==> src/rtl/mem_pkg.sv <==
// Shared definitions for the mem_reader block: width defaults and the
// controller state type.
package mem_pkg;

    localparam int DATA_W_DEF = 8;
    localparam int ADDR_W_DEF = 6;

    typedef enum logic [1:0] {
        IDLE   = 2'd0,
        READ   = 2'd1,
        DRAIN  = 2'd2,
        FINISH = 2'd3
    } state_t;

endpackage

==> src/rtl/mem_reader_fifo2.sv <==
// Two-entry output FIFO for mem_reader. The head word is always held in
// 'head', so rdata is a plain register output and stays stable until popped.
// The caller must not push while full unless it also pops in that cycle.
module mem_reader_fifo2
    import mem_pkg::*;
#(
    parameter int DATA_W = DATA_W_DEF
) (
    input  logic              clk,
    input  logic              rst,
    input  logic              push,
    input  logic              pop,
    input  logic [DATA_W-1:0] wdata,
    output logic [DATA_W-1:0] rdata,
    output logic              full,
    output logic              empty,
    output logic [1:0]        count
);

    logic [DATA_W-1:0] head;
    logic [DATA_W-1:0] tail;
    logic              do_pop;

    assign do_pop = pop && (count != 2'd0);
    assign rdata  = head;
    assign full   = (count == 2'd2);
    assign empty  = (count == 2'd0);

    // Storage and occupancy update; the head shifts forward on every pop.
    always_ff @(posedge clk) begin
        if (rst) begin
            // NOTE: the two entries are reset too, because dataOut must read 0 after reset.
            head  <= '0;
            tail  <= '0;
            count <= 2'd0;
        end else begin
            case ({push, do_pop})
                2'b10: begin
                    if (count == 2'd0) head <= wdata;
                    else               tail <= wdata;
                    count <= count + 2'd1;
                end
                2'b01: begin
                    head  <= tail;
                    count <= count - 2'd1;
                end
                2'b11: begin
                    if (count == 2'd1) begin
                        head <= wdata;
                    end else begin
                        head <= tail;
                        tail <= wdata;
                    end
                end
                default: ;
            endcase
        end
    end

endmodule

==> src/rtl/mem_reader.sv <==
// mem_reader: streams a burst of 'len' words from a 1-cycle-latency
// synchronous memory, starting at baseAddr, through a 2-entry FIFO with a
// valid/ready handshake. Reads are only issued when the FIFO is guaranteed
// room for the returning word.
// Optional build macro: MEM_READER_PARITY_EN adds dataOutPar (even parity).
module mem_reader
    import mem_pkg::*;
#(
    parameter int DATA_W = DATA_W_DEF,
    parameter int ADDR_W = ADDR_W_DEF
) (
    input  logic              clk,
    input  logic              rst,
    input  logic              start,
    input  logic [ADDR_W-1:0] baseAddr,
    input  logic [ADDR_W:0]   len,
    output logic              memRdEn,
    output logic [ADDR_W-1:0] memAddr,
    input  logic [DATA_W-1:0] memRdData,
    output logic [DATA_W-1:0] dataOut,
    output logic              dataOutValid,
    input  logic              dataOutReady,
    output logic              busy,
    output logic              done
`ifdef MEM_READER_PARITY_EN
    ,
    output logic              dataOutPar
`endif
);

    state_t            state;
    state_t            state_nxt;
    logic [ADDR_W-1:0] addr;
    logic [ADDR_W:0]   rd_left;
    logic [ADDR_W:0]   xfer_left;
    logic              rd_pending;

    logic              pop;
    logic              push;
    logic              credit;
    logic              fifo_full;
    logic              fifo_empty;
    logic [1:0]        fifo_count;
    logic [2:0]        occupancy;
    logic [2:0]        limit;

    assign pop          = dataOutValid && dataOutReady;
    assign dataOutValid = !fifo_empty;
    assign memAddr      = addr;

    // A word in flight lands in the FIFO at the end of the cycle after its
    // read strobe; a new read is allowed only if that still leaves room.
    assign occupancy = {1'b0, fifo_count} + {2'b00, rd_pending};
    assign limit     = 3'd2 + {2'b00, pop};
    assign credit    = (occupancy < limit);
    assign push      = rd_pending && (!fifo_full || pop);

`ifdef MEM_READER_PARITY_EN
    assign dataOutPar = ^dataOut;
`endif

    mem_reader_fifo2 #(
        .DATA_W(DATA_W)
    ) u_fifo (
        .clk   (clk),
        .rst   (rst),
        .push  (push),
        .pop   (pop),
        .wdata (memRdData),
        .rdata (dataOut),
        .full  (fifo_full),
        .empty (fifo_empty),
        .count (fifo_count)
    );

    // Next-state and control outputs of the burst controller.
    always_comb begin
        // NOTE: every output gets a default first so no path leaves one unassigned (no latch).
        state_nxt = state;
        memRdEn   = 1'b0;
        busy      = 1'b1;
        done      = 1'b0;
        case (state)
            IDLE: begin
                busy = 1'b0;
                if (start) begin
                    state_nxt = (len == '0) ? FINISH : READ;
                end
            end
            READ: begin
                if (credit) begin
                    memRdEn = 1'b1;
                    if (rd_left == (ADDR_W+1)'(1)) state_nxt = DRAIN;
                end
            end
            DRAIN: begin
                if (pop && (xfer_left == (ADDR_W+1)'(1))) state_nxt = FINISH;
            end
            FINISH: begin
                done      = 1'b1;
                state_nxt = IDLE;
            end
            default: state_nxt = IDLE;
        endcase
    end

    // State register, burst capture, address and word counters.
    always_ff @(posedge clk) begin
        if (rst) begin
            // NOTE: sequential state uses non-blocking assignments so every register samples pre-edge values.
            state      <= IDLE;
            addr       <= '0;
            rd_left    <= '0;
            xfer_left  <= '0;
            rd_pending <= 1'b0;
        end else begin
            state      <= state_nxt;
            rd_pending <= memRdEn;
            if (state == IDLE) begin
                if (start) begin
                    addr      <= baseAddr;
                    rd_left   <= len;
                    xfer_left <= len;
                end
            end else begin
                if (memRdEn) begin
                    addr    <= addr + ADDR_W'(1);
                    rd_left <= rd_left - (ADDR_W+1)'(1);
                end
                if (pop) xfer_left <= xfer_left - (ADDR_W+1)'(1);
            end
        end
    end

endmodule

==> config.mk <==
export PLATFORM = sky130hd
export DESIGN_NAME = mem_reader
export DESIGN_NICKNAME = d
export VERILOG_FILES = /design/src/rtl/mem_pkg.sv /design/src/rtl/mem_reader_fifo2.sv /design/src/rtl/mem_reader.sv
export SDC_FILE = /design/constraint.sdc
export NUM_CORES = 1
export LEC_CHECK = 0
export ABC_AREA = 1
export CORE_ASPECT_RATIO = 1.4
export CORE_UTILIZATION = 55
export CTS_BUF_LIST = sky130_fd_sc_hd__clkbuf_8
export DETAILED_ROUTE_END_ITERATION = 10
export MAX_ROUTING_LAYER = met4
export PLACE_DENSITY = 0.82
export SLEW_MARGIN = 20
export SYNTH_ARGS = -nofsm -noshare
export SYNTH_HDL_FRONTEND = slang
export SYNTH_SLANG_ARGS = --single-unit
==> constraint.sdc <==
create_clock -name clk -period 2.45 [get_ports clk]
set_input_delay 0.6125 -clock clk [delete_from_list [all_inputs] [get_ports clk]]
set_output_delay 0.6125 -clock clk [all_outputs]
set_load 0.05 [all_outputs]
==> flow_metrics.env <==
export IMPL_status="finished, final reports clean"
export IMPL_drive_gt1_share_pct=7.82
export IMPL_firstDrtPassIters=4
export IMPL_cp_cell_sequence="inv_1 -> ha_1 -> inv_2 -> nand3_1 -> nand2_2 -> nand3_2 -> inv_1 -> buf_12"
export IMPL_first_iter_violations=203
export IMPL_arrival_ns=1.71
export IMPL_path_clk_slew_ns=0.08
export IMPL_hold_buffers=0
export IMPL_placed_cell_area_sq_mm=0.00300
export IMPL_rrSetupSlack_ns=0.22
export IMPL_crit_buf_inv=4
export IMPL_max_stage_delay_ns=0.37
export IMPL_fin_area_sq_mm=0.00312
export IMPL_peakVddDrop_v=0.000789
export IMPL_cts_buffers=5
export IMPL_die_height_um=81.9
export IMPL_wirelength_mm=5.90
export IMPL_period_share_pct=94.9
export IMPL_antenna_found_initial=0
export IMPL_ant_nets=0
export IMPL_htreeDepth=2
export IMPL_crit_family="buffers and inverters"
export IMPL_yosys_warnings=0
export IMPL_vias=2531
export IMPL_post_cts_buffers=0
export IMPL_die_x_um=59.1
export IMPL_crit_path_max_fanout=4
export IMPL_rsz0062_at_grt="false"
export IMPL_dp_hpwl_mm=4.37
export IMPL_critical_path_most_common_cell="inv_1"
export IMPL_worstHoldPathType="flip-flop to flip-flop"
export IMPL_yosysUniqueCellTypes=32
export IMPL_power_switching_mw=2.24
export IMPL_max_slew_margin_pct=65.2
export IMPL_cp_data_required_time_ns=1.84
export IMPL_cts_root_buf="clkbuf_8"
export IMPL_ys_ff_latch=41
export IMPL_hold_viol=0
export IMPL_portBuffers=42
export IMPL_wire_per_inst_um=12.2
export IMPL_crit_path_end_kind="primary output"
export IMPL_fmax_mhz=430
export IMPL_final_cell_mix="66 x nand2_1, 65 x nor2_1, 52 x o21ai_0"
export IMPL_ctsResizeCount=0
export IMPL_clock_path_buffers=2
export IMPL_grt_first_pass_wirelength_mm=9.85
export IMPL_core_area_sq_mm=0.00431
export IMPL_seqPwrFrac_pct=26.6
export IMPL_seq_area_frac_synth_pct=32.8
export IMPL_setup_viol=0
export IMPL_tightest_slew_ns=0.521
export IMPL_pwr_share_comb_pct=60.5
export IMPL_p_clk_share_pct=12.9
export IMPL_antenna_cells=0
export IMPL_leakagePower_nw=1.44
export IMPL_cts_sinks=41
export IMPL_maxCapViolations=0
export IMPL_grtUsageTotal_pct=27.4
export IMPL_layout_commonest_cell="nand2_1"
export IMPL_start_kind="flip-flop"
export IMPL_grt_max_degree=20
export IMPL_fin_worst_skew_ns=0.00645
export IMPL_place_ws_ns=-0.0616
export IMPL_dp_cells=474
export IMPL_initial_utilization_pct=58.2
export IMPL_switching_share_pct=50.1
export IMPL_place_gp_congestion=0.889
export IMPL_slowest_stage="dfxtp_1"
export IMPL_area_delta_synth_final_pct=24.4
export IMPL_viasPerCell=5.25
export IMPL_synth_fp_nets=419
export IMPL_fin_crit_ns=2.33
export IMPL_grt_pass1_vias=2447
export IMPL_synth_area_top_cells="dfxtp_1 33%, o21ai_0 10%, nand2_1 9.9%"
export IMPL_layout_setup_ws_ns=0.125
export IMPL_synthesis_area_sq_mm=0.00251
export IMPL_syn_area_per_cell_sq_um=6.67
export IMPL_fin_cells=482
export IMPL_internal_power_mw=2.23
export IMPL_yosys_area_top_type_share_pct=32.8
export IMPL_die_area_sq_mm=0.00483
export IMPL_cts_tree="done"
export IMPL_power_density_mw_per_mm2=1430
export IMPL_overflow=0
export IMPL_synth_cells=376
export IMPL_std_cell_rows=28
export IMPL_crit_type="flip-flop to primary output"
export IMPL_num_nets_final=464
export IMPL_final_max_slew_violation_count=0
export IMPL_io_pins=43
export IMPL_drc=0
export IMPL_clk_latency_ns=0.30
export IMPL_synth_area_leader_cell="dfxtp_1"
-- cell families (layout without fill, tap and decap cells) --
logic type | Yosys count | in the layout | synth area share [%]
AO/OA/AOI/OAI | 88 | 88 | 19.4
XOR/XNOR | 4 | 4 | 1.40
adder cells (fa/ha/maj) | 18 | 18 | 8.99
buffers and inverters | 63 | 109 | 10.6
flip-flops | 41 | 41 | 32.8
AND/OR/NAND/NOR | 162 | 162 | 26.9
-- worst reg2reg max path, stage by stage, from the launching register on --
cell and delay [ns]:
dfxtp_1 0.37, inv_1 0.10, ha_1 0.28, inv_2 0.11, nand2_4 0.06, inv_4 0.06
o21ai_0 0.10, inv_1 0.10, ha_1 0.21, inv_1 0.07, o21bai_2 0.28, nand3_1 0.11
o21ai_0 0.14, nor2_1 0.07, nor2_1 0.10
-- flip-flops by register name (all words and copies together), names as in the netlist --
name          cells
u_fifo.rdata      8
u_fifo.tail       8
rd_left           7
xfer_left         7
memAddr           6
state             2
u_fifo.count      2
rd_pending        1
-- power groups by stage --
stage                     clock (mW)  sequential [mW]  combinational (mW)
final                          0.577             1.19                2.70
after global routing           0.611             1.21                3.03
after CTS                      0.590             1.18                2.70
after detailed placement           0             1.19                2.69
after global placement             0             1.18                2.63
after floorplan                    0             1.51                1.68
-- per-layer routing --
layer,vias to the layer above,GRT usage [%],wire [um]
met5,-,-,0
met4,0,14.3,171
met3,18,4.09,235
met2,69,51.2,3110
met1,1155,26.8,2380
li1,1289,-,-
-- cell usage after synthesis, drive strengths merged --
cell type / count
a21oi: 21
a31oi: 3
buf: 6
clkbuf: 6
dfxtp: 41
ha: 18
inv: 51
nand2: 70
nand3: 20
nand3b: 1
nand4: 3
nor2: 65
nor3: 2
o211ai: 1
o21ai: 61
o21bai: 2
or2: 1
xnor2: 2
xor2: 2
-- worst paths after layout --
| check | start | cells after the start | endpoint |
|---|---|---|---|
| setup / recovery | u_fifo.count[0]$_SDFFE_PP0P_ | 8 | memRdEn |
| hold / removal | u_fifo.tail[0]$_SDFFE_PP0P_ | 2 | u_fifo.tail[0]$_SDFFE_PP0P_ |
| setup reg to reg | u_fifo.count[0]$_SDFFE_PP0P_ | 14 | u_fifo.rdata[3]$_SDFFE_PP0P_ |
| hold reg to reg | u_fifo.tail[0]$_SDFFE_PP0P_ | 2 | u_fifo.tail[0]$_SDFFE_PP0P_ |
-- stage by stage --
stage               total power [mW]  setup TNS, ns  hold WS, ns  util (%)
CTS                             4.47              0        0.450      72.4
detailed placement              3.88         -0.293        0.437      69.6
global placement                3.81              0        0.431      69.6
global route                    4.86              0        0.473      72.4
finish                          4.47              0        0.449      72.4
floorplan                       3.19              0        0.424         -
-- area by class of cell --
cell class              instances  area (sq um)
repair buffers                 50           485
flip-flops and latches         41           821
clock buffers                   6          82.6
multi-input cells             272          1420
well taps                      60          75.1
inverters                      51           196
clock inverters                 2          37.5
fillers                       368          1190
No activity file was read; power rests on OpenSTA's default activity.
